$ cat config.mk
export PLATFORM = sky130hd
export DESIGN_NAME = pipeline_probe
export DESIGN_NICKNAME = d
export VERILOG_FILES = /design/src/rtl/pipeline_probe.sv
export SDC_FILE = /design/constraint.sdc
export NUM_CORES = 1
export LEC_CHECK = 0
export BUFFER_PORTS_ARGS = -buffer_cell sky130_fd_sc_hd__buf_2
export CELL_PAD_IN_SITES_DETAIL_PLACEMENT = 0
export CELL_PAD_IN_SITES_GLOBAL_PLACEMENT = 2
export CORE_ASPECT_RATIO = 0.5
export CORE_MARGIN = 1.5
export CORE_UTILIZATION = 30
export DETAILED_ROUTE_END_ITERATION = 8
export MAX_ROUTING_LAYER = met4
export PLACE_DENSITY = 0.9
export SYNTH_ARGS = -nofsm -noshare
export SYNTH_HDL_FRONTEND = slang
export SYNTH_SLANG_ARGS = --single-unit
$ cat constraint.sdc
create_clock -name clk -period 1.94 [get_ports clk]
set_input_delay 0.582 -clock clk [delete_from_list [all_inputs] [get_ports clk]]
set_output_delay 0.582 -clock clk [all_outputs]
set_load 0.05 [all_outputs]
$ cat src/rtl/pipeline_probe.sv
// Serial probe: captures one channel word on request and shifts out MARK, channel id, data, then a GAP cycle.
// Optional even-parity bit after the data is enabled by defining PROBE_PARITY_EN.
module pipeline_probe #(
    parameter int WIDTH    = 32,
    parameter int CHANNELS = 2,
    parameter int CSEL_W   = (CHANNELS > 1) ? $clog2(CHANNELS) : 1
) (
    input  logic                       clk,
    input  logic                       reset,
    input  logic [CHANNELS*WIDTH-1:0]  ch_data,
    input  logic [CSEL_W-1:0]          ch_sel,
    input  logic                       start,
    input  logic                       cont,
    output logic                       ser_out,
    output logic                       ser_valid,
    output logic                       busy,
    output logic                       frame_done
);

    localparam int CNT_MAX = (WIDTH > CSEL_W) ? WIDTH : CSEL_W;
    localparam int CNT_W   = $clog2(CNT_MAX + 1);

    typedef enum logic [2:0] {
        S_IDLE,
        S_MARK,
        S_CHAN,
        S_DATA,
`ifdef PROBE_PARITY_EN
        S_PAR,
`endif
        S_GAP
    } state_t;

    state_t             r_state;
    logic [CNT_W-1:0]   r_cnt;
    logic [CSEL_W-1:0]  r_chan_q;
    logic [WIDTH-1:0]   r_shift;
    logic               r_ser_out;
    logic               r_ser_valid;
    logic               r_busy;
    logic               r_frame_done;
`ifdef PROBE_PARITY_EN
    logic               r_par;
`endif

    logic [WIDTH-1:0]   w_sel_word;
    logic [CSEL_W-1:0]  w_chan_eff;
    logic               w_load;

    // Out-of-range selects yield an all-zero word.
    always_comb begin
        w_sel_word = '0;
        for (int unsigned k = 0; k < CHANNELS; k++) begin
            if (32'(ch_sel) == k) begin
                w_sel_word = ch_data[k*WIDTH +: WIDTH];
            end
        end
    end

    // A single-channel probe always sends channel id 0.
    assign w_chan_eff = (CHANNELS == 1) ? '0 : ch_sel;
    assign w_load     = ((r_state == S_IDLE) && start) || ((r_state == S_GAP) && cont);

    always_ff @(posedge clk) begin
        if (reset) begin
            r_state      <= S_IDLE;
            r_cnt        <= '0;
            r_chan_q     <= '0;
            r_shift      <= '0;
            r_ser_out    <= 1'b0;
            r_ser_valid  <= 1'b0;
            r_busy       <= 1'b0;
            r_frame_done <= 1'b0;
`ifdef PROBE_PARITY_EN
            r_par        <= 1'b0;
`endif
        end else begin
            r_frame_done <= 1'b0;
            if (w_load) begin
                r_state     <= S_MARK;
                r_chan_q    <= w_chan_eff;
                r_shift     <= w_sel_word;
                r_cnt       <= '0;
                r_ser_out   <= 1'b1;
                r_ser_valid <= 1'b1;
                r_busy      <= 1'b1;
`ifdef PROBE_PARITY_EN
                r_par       <= (^w_chan_eff) ^ (^w_sel_word);
`endif
            end else begin
                case (r_state)
                    S_IDLE: begin
                        r_ser_out   <= 1'b0;
                        r_ser_valid <= 1'b0;
                        r_busy      <= 1'b0;
                    end
                    S_MARK: begin
                        r_state   <= S_CHAN;
                        r_ser_out <= r_chan_q[CSEL_W-1];
                        r_chan_q  <= r_chan_q << 1;
                        r_cnt     <= CNT_W'(CSEL_W - 1);
                    end
                    S_CHAN: begin
                        if (r_cnt == '0) begin
                            r_state   <= S_DATA;
                            r_ser_out <= r_shift[WIDTH-1];
                            r_shift   <= r_shift << 1;
                            r_cnt     <= CNT_W'(WIDTH - 1);
                        end else begin
                            r_ser_out <= r_chan_q[CSEL_W-1];
                            r_chan_q  <= r_chan_q << 1;
                            r_cnt     <= r_cnt - CNT_W'(1);
                        end
                    end
                    S_DATA: begin
                        if (r_cnt == '0) begin
`ifdef PROBE_PARITY_EN
                            r_state   <= S_PAR;
                            r_ser_out <= r_par;
`else
                            r_state      <= S_GAP;
                            r_ser_out    <= 1'b0;
                            r_ser_valid  <= 1'b0;
                            r_frame_done <= 1'b1;
`endif
                        end else begin
                            r_ser_out <= r_shift[WIDTH-1];
                            r_shift   <= r_shift << 1;
                            r_cnt     <= r_cnt - CNT_W'(1);
                        end
                    end
`ifdef PROBE_PARITY_EN
                    S_PAR: begin
                        r_state      <= S_GAP;
                        r_ser_out    <= 1'b0;
                        r_ser_valid  <= 1'b0;
                        r_frame_done <= 1'b1;
                    end
`endif
                    S_GAP: begin
                        r_state     <= S_IDLE;
                        r_ser_out   <= 1'b0;
                        r_ser_valid <= 1'b0;
                        r_busy      <= 1'b0;
                    end
                    default: begin
                        r_state     <= S_IDLE;
                        r_ser_out   <= 1'b0;
                        r_ser_valid <= 1'b0;
                        r_busy      <= 1'b0;
                    end
                endcase
            end
        end
    end

    assign ser_out    = r_ser_out;
    assign ser_valid  = r_ser_valid;
    assign busy       = r_busy;
    assign frame_done = r_frame_done;

endmodule

---- Yosys cells after proc, flatten, opt, wreduce, memory -nomap -nowiden ----
Index checks and enable logic that the tools add are counted.
cells by class
  add/sub/neg operators ................... 1
  equality and inequality tests ........... 14
  bitwise gates (word level) .............. 2
  multiplexer cells ....................... 25
  reductions and logical operators ........ 18
operators with widths
  operator                                                                  count
  32-bit 2-to-1 mux                                                         4
  32-bit one-hot mux with 2 select lines                                    1
  6-bit one-hot mux with 3 select lines                                     1
  6-bit 2-to-1 mux                                                          2
  3-bit inequality test (second input constant)                             4
  3-bit one-hot mux with 4 select lines                                     1
  1-bit 2-to-1 mux                                                          11
  3-bit AND reduction                                                       3
  3-bit nonzero test                                                        3
  2-bit inequality test (second input constant)                             4
  3-bit by 2-bit equality test with 1-bit output (second input constant)    2
  6-bit logical NOT                                                         1
  3-bit 2-to-1 mux                                                          2
  2-bit AND reduction                                                       3
  3-bit OR reduction                                                        2
  6-bit by 1-bit subtractor with 6-bit output (second input constant)       1
  2-bit by 1-bit inequality test with 1-bit output (second input constant)  2
  1-bit one-hot mux with 2 select lines                                     2
  2-bit OR reduction                                                        2
  3-bit by 1-bit equality test with 1-bit output (second input constant)    1
  3-bit equality test (second input constant)                               1
  3-bit logical NOT                                                         1
  1-bit one-hot mux with 3 select lines                                     1
  1-bit logical AND                                                         2
  2 further kinds                                                           3
storage, ports and cells
  register bits after elaboration ......... 46
  output and inout bits ................... 4
  word-level logic and storage cells ...... 69
  input port bits ......................... 69

---- Logic depth before layout (Yosys ltp) ----
Gate-level depths: netlist (run 1).
  depth in word-level cells ............... 5
  mapped depth ............................ 7
  mapped depth without buffers ............ 6

---- Worst setup path after synthesis (run 1) ----
OpenSTA, ideal clock, no wires.
  path type ............................... input to register
  start point ............................. input start
  end point ............................... register r_shift[14]
  data required time ...................... 1868 ps
  setup time .............................. 72 ps
  path slack .............................. 138 ps
  buffers on the path ..................... 1
  cell stages on the path ................. 5
  arrival ................................. 1730 ps
  cell sequence ........................... mux2_4 > and2_4 > nor3_4 > buf_6 > mux2i_1
between the ends
  longest elaborated chain between the ends .. 4
  elaborated cells between the ends (all ways) .. 7
  those cells by class .................... eq/ne (2); mux (1); reduce/logical (4)
RTL lines
  what                                                                          line  text
  start: declaration                                                            12    input logic start,
  1-bit logical AND *                                                           62    assign w_load = ((r_state == S_IDLE) && start) || ((r_state == S_GAP) && cont);
  1-bit logical OR *                                                            62
  3-bit inequality test (no line) / 3-bit nonzero test (equally long branches)  --
  3-bit AND reduction (no line)                                                 --
  end signal: assignment                                                        82    r_shift <= w_sel_word;
  end signal: assignment                                                        107   r_shift <= r_shift << 1;
  end signal: assignment                                                        128   r_shift <= r_shift << 1;
  end: declaration                                                              37    logic [WIDTH-1:0] r_shift;
Every way passes the cells marked *; elsewhere a longest branch is shown, timed or not.
A chain may end at the register's enable or synchronous reset.

---- Final worst setup path (run 1) ----
  start point ............................. register r_cnt[0]
  end point ............................... register r_cnt[5]
between the ends
  longest elaborated chain between the ends .. 3
  elaborated cells between the ends (all ways) .. 7
  those cells by class .................... add/sub (1); eq/ne (1); mux (3); reduce/logical (2)
RTL lines
  what                                                                                     line  text
  start: declaration                                                                       35    logic [CNT_W-1:0] r_cnt;
  start signal: assignment                                                                 101   r_cnt <= CNT_W'(CSEL_W - 1);
  start signal: assignment                                                                 108   r_cnt <= CNT_W'(WIDTH - 1);
  start signal: assignment                                                                 112   r_cnt <= r_cnt - CNT_W'(1);
  6-bit by 1-bit subtractor with 6-bit output / 6-bit logical NOT (equally long branches)  --
  6-bit 2-to-1 mux, or another cell as far along                                           116   if (r_cnt == '0) begin
  6-bit one-hot mux with 3 select lines / 2-bit AND reduction (equally long branches)      --
Parallel ways exist; a longest one is shown, timed or not. The select of a mux whose other input is x is not followed.

==> out/results.tsv, run 1 <==
stage	metric	value	unit
synthesis	combined area of all synthesized cells	0.00266	mm²
grt	GRT Util Overall	0.134	
layout	fill count	908	
route	Via density	4.73	
clock_tree	CTS tree	built	
timing	number of pins exceeding their max-slew limit in the final report	0	
route	length of routed met2 wiring	2620	µm
hold_path	startpoint of the most critical hold path	r_shift[26]	
synthesis	share of flip-flops with an asynchronous set or reset after synthesis	0	
grt	number of antenna violations at the first check in global routing	0	
critical_path	number of stages on the worst setup path	7	
critical_path	kind of start point of the critical path	flop	
clock_tree	setup repair bufs after CTS	0	
timing	final hold violations	0	
place	# port buffers	72	
hold_path	class of the worst hold path	flop to flop	
timing	slew of the pin with the lowest slew margin	0.391	ns
die	Std-Cell Rows	24	
synthesis	post-synth top area share	0.346	
clock_tree	CTS max path bufs	2	
die	die outline width	136	µm
timing	setup violation total in the final timing report	0	
power_and_ir_drop	Max rail drop VDD	0.324	mV
critical_path	CP Data Required Time	2.16	ns
timing	worst clock skew	0.00425	ns
timing	achievable frequency	547	MHz
route	number of iterations in the first detailed-routing pass	4	
timing	TNS Setup	0	ns
grt	total overflow reported by the global router	0	
route	average wire per cell in the routed design	12.2	µm
clock_tree	Num Clock Sinks	46	
route	count of nets left with antenna violations after detail routing	0	
synthesis	Syn Inst Count	305	
timing	ratio of final minimum period to clock period	0.942	
die	Die Ht	69.6	µm
synthesis	Area contributors post-synth	sky130_fd_sc_hd__dfxtp_1, sky130_fd_sc_hd__mux2i_1, sky130_fd_sc_hd__o211ai_1	
power_and_ir_drop	leakage power	1.51	nW
timing	slack of the critical path	0.113	ns
layout	n_diodes	0	
clock_tree	insertion delay of the later-clocked pin in the worst-skew pair	0.29	ns
route	total vias in the final route	2330	
place	pre-CTS worst setup slack	0.0491	ns
critical_path	endpoint of the worst register-to-register path	r_cnt[5]	
clock_tree	root buffer selected by CTS	sky130_fd_sc_hd__clkbuf_16	
hold_path	hold-critical path depth	2	
timing	setup repair after global routing missed its margin	no	
power_and_ir_drop	Power Density	809	mW/mm²
route	highest routed layer	met4	
clock_tree	post_cts resized	0	
die	die area	0.00949	mm²
layout	area grow syn2layout	27.1	%
critical_path	type of the worst setup path	flop to flop	
place	half-perimeter wire length of the detailed placement result	4240	µm
route	violation count after the first detailed-route iteration	145	
critical_path	Largest delay share family, worst path	simple AND/OR/NAND/NOR gates	
synthesis	synthesized area per cell	8.73	µm²
critical_path	Crit-path slowest cell	sky130_fd_sc_hd__or3_1	
grt	largest net degree at the start of global routing	37	
critical_path	start of the worst register-to-register path	r_cnt[0]	
route	total length of routed wires	6010	µm
grt	wire length of the first global-routing pass	9960	µm
synthesis	register area share after synthesis	0.346	
route	length of routed wiring on met1	3130	µm
place	gpl congestion	0.762	
hold_path	endpoint with the worst hold slack	r_shift[26]	
critical_path	data arrival time of the critical path	2.04	ns
route	met3 WL post-DR	194	µm
critical_path	highest fanout seen on the critical path	8	
critical_path	endpoint class of the critical path	flop	
synthesis	flip-flop and latch count after synthesis	46	
layout	layout cell share with drive strength beyond 1	0.279	
die	effective utilization at floorplan	0.308	
critical_path	Buf+Inv Stages, Crit Path	2	
die	num ports	73	
clock_tree	clk slew on worst S/H paths	0.07	ns
synthesis	most frequently used flop master after synthesis	sky130_fd_sc_hd__dfxtp_1	
critical_path	setup slack of the worst register-to-register path	0.11	ns
job	max-cap check violation count	0	
clock_tree	number of buffers inserted for hold repair after clock tree synthesis	0	
clock_tree	clock buffer count from CTS	5	
layout	layout net count	446	
synthesis	cell taking the most area after synthesis	sky130_fd_sc_hd__dfxtp_1	
die	Core Region	0.00865	mm²
clock_tree	depth of the CTS H-tree	2	
critical_path	sequence of cells on the critical path	inv_1 > ha_1 > nor2b_1 > buf_4 > a41o_1 > or3_1 > a21oi_1	
status	run status	completed	
synthesis	net count of the mapped netlist	376	
synthesis	number of distinct standard cells referenced by the synthesized netlist	40	
grt	via count of the first global-routing pass	2121	
critical_path	Max stage delay on crit path	0.37	ns
synthesis	number of enable-type register cells in the synthesized netlist	0	
critical_path	FF-to-FF path depth	7	
timing	headroom to the max-slew limit	0.737	
route	number of DRC violations after detailed routing	0	
synthesis	Synth Warn #	0	
timing	post-layout minimum cycle time	1.83	ns
sequential cells by signal, indices dropped and copies added, names as in the netlist:
| name | count |
|---|---|
| r_shift | 32 |
| r_cnt | 6 |
| r_state | 3 |
| busy | 1 |
| frame_done | 1 |
| r_chan_q | 1 |
| ser_out | 1 |
| ser_valid | 1 |
cells in the final DEF, fill, tap and decap left out, types with 2 or more instances in the layout:
| cell | Yosys | routed |
|---|---|---|
| sky130_fd_sc_hd__o21ai_1 | 2 | 2 |
| sky130_fd_sc_hd__clkbuf_16 | 0 | 5 |
| sky130_fd_sc_hd__buf_12 | 0 | 4 |
| sky130_fd_sc_hd__nand3_1 | 32 | 32 |
| sky130_fd_sc_hd__buf_4 | 1 | 13 |
| sky130_fd_sc_hd__ha_1 | 2 | 2 |
| sky130_fd_sc_hd__nor2b_1 | 4 | 4 |
| sky130_fd_sc_hd__a21oi_1 | 11 | 11 |
| sky130_fd_sc_hd__or3_1 | 3 | 3 |
| sky130_fd_sc_hd__a31oi_1 | 2 | 2 |
| sky130_fd_sc_hd__nand2_1 | 37 | 37 |
| sky130_fd_sc_hd__inv_1 | 5 | 5 |
| sky130_fd_sc_hd__mux2i_1 | 63 | 63 |
| sky130_fd_sc_hd__o211ai_1 | 32 | 32 |
| sky130_fd_sc_hd__dfxtp_1 | 46 | 46 |
| sky130_fd_sc_hd__nor3_1 | 2 | 2 |
| sky130_fd_sc_hd__o21ai_0 | 6 | 6 |
| sky130_fd_sc_hd__clkinvlp_4 | 0 | 2 |
| sky130_fd_sc_hd__buf_2 | 6 | 72 |
| sky130_fd_sc_hd__nor2_1 | 9 | 9 |
| sky130_fd_sc_hd__nand2b_1 | 3 | 3 |
synth_stat cells (2+ instances only):
cell and instances:
sky130_fd_sc_hd__a21oi_1 11, sky130_fd_sc_hd__a31oi_1 2, sky130_fd_sc_hd__buf_2 6, sky130_fd_sc_hd__buf_6 3, sky130_fd_sc_hd__clkbuf_1 16, sky130_fd_sc_hd__dfxtp_1 46
sky130_fd_sc_hd__ha_1 2, sky130_fd_sc_hd__inv_1 5, sky130_fd_sc_hd__mux2i_1 63, sky130_fd_sc_hd__nand2_1 37, sky130_fd_sc_hd__nand2b_1 3, sky130_fd_sc_hd__nand3_1 32
sky130_fd_sc_hd__nor2_1 9, sky130_fd_sc_hd__nor2b_1 4, sky130_fd_sc_hd__nor3_1 2, sky130_fd_sc_hd__o211ai_1 32, sky130_fd_sc_hd__o21ai_0 6, sky130_fd_sc_hd__o21ai_1 2
sky130_fd_sc_hd__or3_1 3
stage by stage:
step	instance area [µm²]	utilization	instances	power [mW]	hold slack, ns
global route	3390	0.392	493	2.89	0.483
CTS	3390	0.392	493	2.77	0.461
finish	3390	0.392	493	2.74	0.456
detailed placement	3220	0.372	485	1.79	0.451
global placement	3220	0.372	485	1.79	0.444
floorplan	2660	-	305	1.59	0.435
logic make-up (layout without fill, tap and decap cells):
family	count (synthesis)	in the layout	synth area share
simple gates	98	98	0.182
mux	64	64	0.242
compound gates	62	62	0.159
flops	46	46	0.346
buf+inv	32	103	0.0578
fa+ha+maj	2	2	0.00939
xor+xnor	1	1	0.00329
per-layer routing:
metal  vias up  global-route usage
met3         4              0.0278
met4         0              0.0496
li1       1253                   -
met2        30               0.204
met1      1043               0.176
met5         -                   -
power breakdown:
part	internal (mW)	total [mW]	switching, mW
registers	1.04	1.09	0.0521
logic	0.315	0.677	0.362
clock network	0.607	0.974	0.366
total	1.96	2.74	0.781
worst reg2reg max path, cell delays in order, from the launching register on:
cell	delay [ns]
sky130_fd_sc_hd__dfxtp_1	0.35
sky130_fd_sc_hd__inv_1	0.07
sky130_fd_sc_hd__ha_1	0.21
sky130_fd_sc_hd__nor2b_1	0.15
sky130_fd_sc_hd__buf_4	0.15
sky130_fd_sc_hd__a41o_1	0.33
sky130_fd_sc_hd__or3_1	0.37
sky130_fd_sc_hd__a21oi_1	0.14
final cells by class:
cell class	count	area, µm²	area share
sequential	46	921	0.272
clock inverter	3	45.0	0.0133
tap	117	146	0.0432
clock buffer	5	125	0.0369
multi-input combinational	227	1590	0.469
inverter	6	22.5	0.00665
timing repair buffer	89	538	0.159
how the worst max path moves through the flow:
| stage | startpoint | endpoint |
|---|---|---|
| global route | r_cnt[0] | r_shift[0] |
| CTS | r_cnt[0] | r_cnt[5] |
| floorplan | start | r_shift[14] |
| finish | r_cnt[0] | r_cnt[5] |
| global placement | start | r_shift[11] |
| detailed placement | start | r_shift[24] |
Power figures use the tool's default switching activity.
==> inputs of run 2 (changes only) <==
--- a/config.mk
+++ b/config.mk
@@ -5,15 +5,16 @@
 export SDC_FILE = /design/constraint.sdc
 export NUM_CORES = 1
 export LEC_CHECK = 0
+export ABC_AREA = 1
 export BUFFER_PORTS_ARGS = -buffer_cell sky130_fd_sc_hd__buf_2
 export CELL_PAD_IN_SITES_DETAIL_PLACEMENT = 0
 export CELL_PAD_IN_SITES_GLOBAL_PLACEMENT = 2
 export CORE_ASPECT_RATIO = 0.5
 export CORE_MARGIN = 1.5
-export CORE_UTILIZATION = 30
+export CORE_UTILIZATION = 27
 export DETAILED_ROUTE_END_ITERATION = 8
 export MAX_ROUTING_LAYER = met4
-export PLACE_DENSITY = 0.9
+export PLACE_DENSITY = 0.82
 export SYNTH_ARGS = -nofsm -noshare
 export SYNTH_HDL_FRONTEND = slang
 export SYNTH_SLANG_ARGS = --single-unit
==> out/results.tsv, run 2 <==
stage	metric	value	unit
synthesis	post-synth top area share	0.319	
synthesis	count leader, synth	sky130_fd_sc_hd__nand2_1	
route	Via density	4.23	
clock_tree	number of buffers inserted for hold repair after clock tree synthesis	0	
synthesis	synthesized area per cell	6.03	µm²
timing	setup violation total in the final timing report	0	
layout	layout cell share with drive strength beyond 1	0.204	
grt	total overflow reported by the global router	0	
route	total length of routed wires	7520	µm
synthesis	share of flip-flops with an asynchronous set or reset after synthesis	0	
layout	most common cell after layout, fill and taps aside	sky130_fd_sc_hd__nand2_1	
critical_path	endpoint class of the critical path	flop	
layout	layout net count	615	
layout	registers with the most flip-flops	r_shift (32), r_cnt (6), r_state (3)	
critical_path	type of the worst setup path	flop to flop	
clock_tree	depth of the CTS H-tree	2	
power_and_ir_drop	Power Density	797	mW/mm²
timing	TNS Setup	0	ns
synthesis	Synth Warn #	0	
clock_tree	root buffer selected by CTS	sky130_fd_sc_hd__clkbuf_16	
route	number of DRC violations after detailed routing	0	
die	die outline width	149	µm
critical_path	CP Data Required Time	2.17	ns
timing	number of pins exceeding their max-slew limit in the final report	0	
timing	ratio of final minimum period to clock period	0.812	
die	num ports	73	
clock_tree	CTS max path bufs	2	
die	die area	0.0114	mm²
place	# port buffers	72	
grt	number of antenna violations at the first check in global routing	0	
timing	final hold violations	0	
layout	number of flip-flops under the largest register name	32	
synthesis	cell taking the most area after synthesis	sky130_fd_sc_hd__dfxtp_1	
timing	slew of the pin with the lowest slew margin	0.309	ns
critical_path	highest fanout seen on the critical path	11	
route	number of iterations in the first detailed-routing pass	4	
clock_tree	Num Clock Sinks	46	
layout	commonest cells after routing, fill and taps aside	sky130_fd_sc_hd__nand2_1, sky130_fd_sc_hd__buf_2, sky130_fd_sc_hd__inv_1, sky130_fd_sc_hd__dfxtp_1	
route	highest routed layer	met4	
power_and_ir_drop	Max rail drop VDD	0.330	mV
timing	Hold Worst Slack	0.465	ns
synthesis	top cells by count, synth	sky130_fd_sc_hd__nand2_1, sky130_fd_sc_hd__inv_1, sky130_fd_sc_hd__dfxtp_1	
die	Die Ht	76.1	µm
critical_path	kind of start point of the critical path	flop	
hold_path	class of the worst hold path	flop to flop	
route	length of routed wiring on met1	4330	µm
clock_tree	clock buffer count from CTS	5	
critical_path	data arrival time of the critical path	1.81	ns
route	met3 WL post-DR	372	µm
synthesis	Area contributors post-synth	sky130_fd_sc_hd__dfxtp_1, sky130_fd_sc_hd__nand2_1, sky130_fd_sc_hd__nand4_1	
place	half-perimeter wire length of the detailed placement result	5310	µm
synthesis	net count of the mapped netlist	550	
layout	n_diodes	0	
timing	worst clock skew	0.00541	ns
place	gpl congestion	0.733	
die	Std-Cell Rows	26	
timing	achievable frequency	635	MHz
synthesis	most frequently used flop master after synthesis	sky130_fd_sc_hd__dfxtp_1	
timing	setup repair after global routing missed its margin	no	
route	average wire per cell in the routed design	11.0	µm
die	effective utilization at floorplan	0.280	
clock_tree	insertion delay of the later-clocked pin in the worst-skew pair	0.29	ns
die	Core Region	0.0103	mm²
clock_tree	setup repair bufs after CTS	0	
route	total vias in the final route	2897	
timing	post-layout minimum cycle time	1.58	ns
layout	fill count	1151	
synthesis	flip-flop and latch count after synthesis	46	
route	violation count after the first detailed-route iteration	118	
timing	headroom to the max-slew limit	0.793	
job	max-cap check violation count	0	
layout	most flop-heavy register	r_shift	
clock_tree	CTS tree	built	
synthesis	combined area of all synthesized cells	0.00289	mm²
route	length of routed met2 wiring	2740	µm
synthesis	Syn Inst Count	479	
grt	via count of the first global-routing pass	2632	
clock_tree	clk slew on worst S/H paths	0.06	ns
status	run status	completed	
power_and_ir_drop	leakage power	1.92	nW
grt	GRT Util Overall	0.142	
synthesis	number of enable-type register cells in the synthesized netlist	0	
route	count of nets left with antenna violations after detail routing	0	
synthesis	register area share after synthesis	0.319	
grt	wire length of the first global-routing pass	12700	µm
synthesis	number of distinct standard cells referenced by the synthesized netlist	21	
clock_tree	post_cts resized	0	
layout	area grow syn2layout	24.3	%
grt	largest net degree at the start of global routing	36	
==> run 2: metrics by stage <==
stage,cells,util,instance area [µm²],power [mW],worst slack (ns)
6_report,685,0.348,3590,2.86,0.364
5_1_grt,685,0.348,3590,3.08,0.129
4_1_cts,685,0.348,3590,2.91,0.332
3_5_place_dp,677,0.332,3420,1.94,0.272
3_3_place_gp,677,0.332,3420,1.95,0.290
2_1_floorplan,479,-,2890,1.72,0.512
==> run 2: worst max-delay path, cell delays in order, from the launching register on <==
cell and delay, ns:
sky130_fd_sc_hd__dfxtp_1 0.31, sky130_fd_sc_hd__inv_1 0.13, sky130_fd_sc_hd__ha_1 0.20, sky130_fd_sc_hd__nand3_2 0.11
sky130_fd_sc_hd__nand2_2 0.26, sky130_fd_sc_hd__nand2_1 0.13, sky130_fd_sc_hd__inv_2 0.18, sky130_fd_sc_hd__nand4_1 0.11
sky130_fd_sc_hd__nand2_1 0.08
==> run 2: power by group <==
group	switching, mW	internal, mW
sequential	0.0553	1.05
clock	0.359	0.583
combinational	0.488	0.328
total	0.902	1.96
==> run 2: area by class of cell <==
| cell class | count | area, µm² | area share |
|---|---|---|---|
| clock buffer | 8 | 166 | 0.0464 |
| inverter | 53 | 199 | 0.0554 |
| multi-input combinational | 351 | 1600 | 0.447 |
| sequential | 46 | 921 | 0.257 |
| tap | 140 | 175 | 0.0488 |
| timing repair buffer | 87 | 523 | 0.146 |
==> run 2: layer usage <==
metal  track usage  vias up
li1              -     1624
met1         0.210     1208
met2         0.193       58
met3        0.0311        7
met4        0.0356        0
met5             -        -
==> run 2: path summary, 6_finish.rpt <==
path	start	end	slack, ns	cells past startpoint
min reg2reg	busy	busy	0.46	2
max reg2reg	r_cnt[0]	r_shift[13]	0.36	8
max	r_cnt[0]	r_shift[13]	0.36	8
min	busy	busy	0.46	2
==> run 2: kinds of logic (layout without fill, tap and decap cells) <==
| logic type | Yosys count | after routing | share of synthesized area |
|---|---|---|---|
| AND/OR/NAND/NOR | 309 | 309 | 0.457 |
| AO/OA/AOI/OAI | 28 | 28 | 0.0485 |
| buffers and inverters | 82 | 148 | 0.126 |
| multiplexers | 11 | 11 | 0.0381 |
| adder cells (fa/ha/maj) | 2 | 2 | 0.00866 |
| flip-flops | 46 | 46 | 0.319 |
| XOR/XNOR | 1 | 1 | 0.00303 |
==> inputs of run 3 (changes only) <==
--- a/config.mk
+++ b/config.mk
@@ -5,16 +5,16 @@
 export SDC_FILE = /design/constraint.sdc
 export NUM_CORES = 1
 export LEC_CHECK = 0
-export ABC_AREA = 1
+export ABC_AREA = 0
 export BUFFER_PORTS_ARGS = -buffer_cell sky130_fd_sc_hd__buf_2
 export CELL_PAD_IN_SITES_DETAIL_PLACEMENT = 0
 export CELL_PAD_IN_SITES_GLOBAL_PLACEMENT = 2
 export CORE_ASPECT_RATIO = 0.5
 export CORE_MARGIN = 1.5
-export CORE_UTILIZATION = 27
+export CORE_UTILIZATION = 28
 export DETAILED_ROUTE_END_ITERATION = 8
 export MAX_ROUTING_LAYER = met4
-export PLACE_DENSITY = 0.82
+export PLACE_DENSITY = 0.8
 export SYNTH_ARGS = -nofsm -noshare
 export SYNTH_HDL_FRONTEND = slang
 export SYNTH_SLANG_ARGS = --single-unit
==> constraint.sdc (replaced) <==
create_clock -name clk -period 1.3 [get_ports clk]
set_input_delay 0.39 -clock clk [delete_from_list [all_inputs] [get_ports clk]]
set_output_delay 0.39 -clock clk [all_outputs]
set_load 0.05 [all_outputs]
==> out/results.tsv, run 3 (synthesis gave the netlist of run 1 again) <==
stage	metric	value	unit
status	failing checks	setup timing	
critical_path	type of the worst setup path	flop to flop	
layout	registers with the most flip-flops	r_shift (32), r_cnt (6), r_state (3)	
critical_path	most repeated library cell on the critical path	sky130_fd_sc_hd__buf_6	
route	number of DRC violations after detailed routing	0	
timing	post-layout minimum cycle time	1.65	ns
die	Core Region	0.00898	mm²
timing	worst clock skew	0.00490	ns
clock_tree	CTS max path bufs	2	
clock_tree	Num Clock Sinks	46	
place	# port buffers	72	
critical_path	endpoint class of the critical path	flop	
layout	number of standard cells in the layout, taps in and fillers out	529	
layout	fill count	884	
job	max-cap check violation count	0	
grt	number of antenna violations at the first check in global routing	0	
hold_path	hold-critical path depth	2	
place	gpl congestion	0.799	
critical_path	kind of start point of the critical path	flop	
layout	most flop-heavy register	r_shift	
die	Std-Cell Rows	24	
layout	n_diodes	0	
grt	total overflow reported by the global router	0	
timing	slew of the pin with the lowest slew margin	0.331	ns
route	count of nets left with antenna violations after detail routing	0	
power_and_ir_drop	Max rail drop VDD	0.478	mV
critical_path	start of the worst register-to-register path	r_state[2]	
clock_tree	clock buffer count from CTS	5	
place	half-perimeter wire length of the detailed placement result	5080	µm
timing	headroom to the max-slew limit	0.779	
grt	via count of the first global-routing pass	2652	
clock_tree	CTS tree	built	
hold_path	startpoint of the most critical hold path	reset	
critical_path	FF-to-FF path depth	6	
route	total length of routed wires	7380	µm
die	num ports	73	
hold_path	endpoint with the worst hold slack	busy	
critical_path	endpoint of the worst register-to-register path	r_shift[12]	
timing	setup violation total in the final timing report	43	
route	average wire per cell in the routed design	13.9	µm
grt	largest net degree at the start of global routing	40	
critical_path	Largest delay share family, worst path	multiplexers	
clock_tree	insertion delay of the later-clocked pin in the worst-skew pair	0.29	ns
critical_path	Crit-path slowest cell	sky130_fd_sc_hd__dfxtp_2	
hold_path	class of the worst hold path	input port to flop	
layout	number of flip-flops under the largest register name	32	
die	die area	0.0101	mm²
critical_path	Max stage delay on crit path	0.35	ns
timing	final hold violations	0	
power_and_ir_drop	leakage power	1.77	nW
die	effective utilization at floorplan	0.297	
layout	Design Area, Final	0.00398	mm²
place	standard cell area after detailed placement	0.00340	mm²
layout	most common cell after layout, fill and taps aside	sky130_fd_sc_hd__buf_2	
clock_tree	clk slew on worst S/H paths	0.06	ns
critical_path	highest fanout seen on the critical path	6	
die	Die Ht	72.0	µm
timing	number of pins exceeding their max-slew limit in the final report	0	
status	run status	finished, violations left	
timing	slack of the critical path	-0.350	ns
critical_path	setup slack of the worst register-to-register path	-0.35	ns
critical_path	sequence of cells on the critical path	mux2_4 > and2_4 > nor3_4 > buf_6 > buf_6 > mux2i_1	
critical_path	Buf+Inv Stages, Crit Path	2	
timing	achievable frequency	606	MHz
power_and_ir_drop	Power Density	1130	mW/mm²
place	number of placed cells counting well taps	506	
layout	layout cell share with drive strength beyond 1	0.434	
timing	ratio of final minimum period to clock period	1.27	
layout	layout net count	482	
die	die outline width	141	µm
clock_tree	depth of the CTS H-tree	2	
clock_tree	root buffer selected by CTS	sky130_fd_sc_hd__clkbuf_16	
layout	commonest cells after routing, fill and taps aside	sky130_fd_sc_hd__buf_2, sky130_fd_sc_hd__mux2i_1, sky130_fd_sc_hd__dfxtp_1, sky130_fd_sc_hd__nand2_1	
critical_path	CP Data Required Time	1.52	ns
grt	wire length of the first global-routing pass	12500	µm
timing	Hold Worst Slack	0.379	ns
route	number of iterations in the first detailed-routing pass	4	
critical_path	data arrival time of the critical path	1.87	ns
route	total vias in the final route	2580	
grt	GRT Util Overall	0.158	
layout	area grow syn2layout	49.3	%
timing	setup repair after global routing missed its margin	yes	
route	violation count after the first detailed-route iteration	114	
layout	share of the core filled with cells in the final layout	0.443	
route	Via density	4.88	
[run 3: cell types whose count changed in the layout (fill, tap and decap cells not counted), moves of 8 or more]
cell	before	now
sky130_fd_sc_hd__buf_4	11	31
sky130_fd_sc_hd__buf_6	0	13
sky130_fd_sc_hd__dfxtp_1	46	38
sky130_fd_sc_hd__inv_1	49	2
sky130_fd_sc_hd__mux2i_1	11	63
sky130_fd_sc_hd__nand2_1	209	36
sky130_fd_sc_hd__nand4_1	31	0
sky130_fd_sc_hd__nor2_1	31	4
sky130_fd_sc_hd__o211ai_1	0	32
sky130_fd_sc_hd__o21ai_0	17	4
[run 3: how the worst max path moves through the flow]
| stage | startpoint | to | slack [ns] | depth (start not counted) |
|---|---|---|---|---|
| 3_5_place_dp | start | r_shift[21] | -0.43 | 6 |
| 3_3_place_gp | start | r_shift[19] | -0.38 | 6 |
| 5_1_grt | r_cnt[0] | r_cnt[5] | -0.42 | 5 |
| 2_1_floorplan | start | r_shift[14] | -0.29 | 5 |
| 6_report | r_state[2] | r_shift[12] | -0.35 | 6 |
| 4_1_cts | r_cnt[0] | r_cnt[5] | -0.35 | 5 |
[run 3: what timing repair did]
item | 4_1_cts | 5_1_grt
gates resized for setup | 47 | 25
gates cloned | 2 | 0
hold buffers | 0 | 0
endpoints found under the hold margin | 0 | 0
pin swaps | 7 | 15
buffers inserted | 13 | 6
endpoints found under the setup margin | 46 | 46
[run 3: report_power, final]
group | switching, mW | internal (mW)
Combinational | 0.678 | 0.734
Sequential | 0.0875 | 1.55
Clock | 0.532 | 0.909
Total | 1.30 | 3.19
[run 3: final cells by class]
cell class / instances / area (µm²) / share of cell area
Multi-Input combinational cell: 227 / 1780 / 0.446
Sequential cell: 46 / 936 / 0.235
Timing Repair Buffer: 125 / 935 / 0.235
Tap cell: 117 / 146 / 0.0368
Clock buffer: 7 / 133 / 0.0333
Clock inverter: 1 / 30.0 / 0.00755
Inverter: 6 / 22.5 / 0.00566
[run 3: routing by layer]
layer	track usage	routed length [µm]	up-vias
met2	0.264	3510	40
met5	-	0	-
met4	0.0451	77	0
li1	-	-	1328
met3	0.0284	227	8
met1	0.200	3560	1204
[run 3: through the flow]
| step | setup WS [ns] | total power, mW | TNS (ns) |
|---|---|---|---|
| final | -0.350 | 4.49 | -12.38 |
| after global routing | -0.423 | 4.74 | -15.30 |
| after CTS | -0.354 | 4.46 | -12.84 |
| after detailed placement | -0.434 | 2.79 | -15.10 |
| after global placement | -0.381 | 2.76 | -14.33 |
| after floorplan | -0.293 | 2.38 | -10.55 |
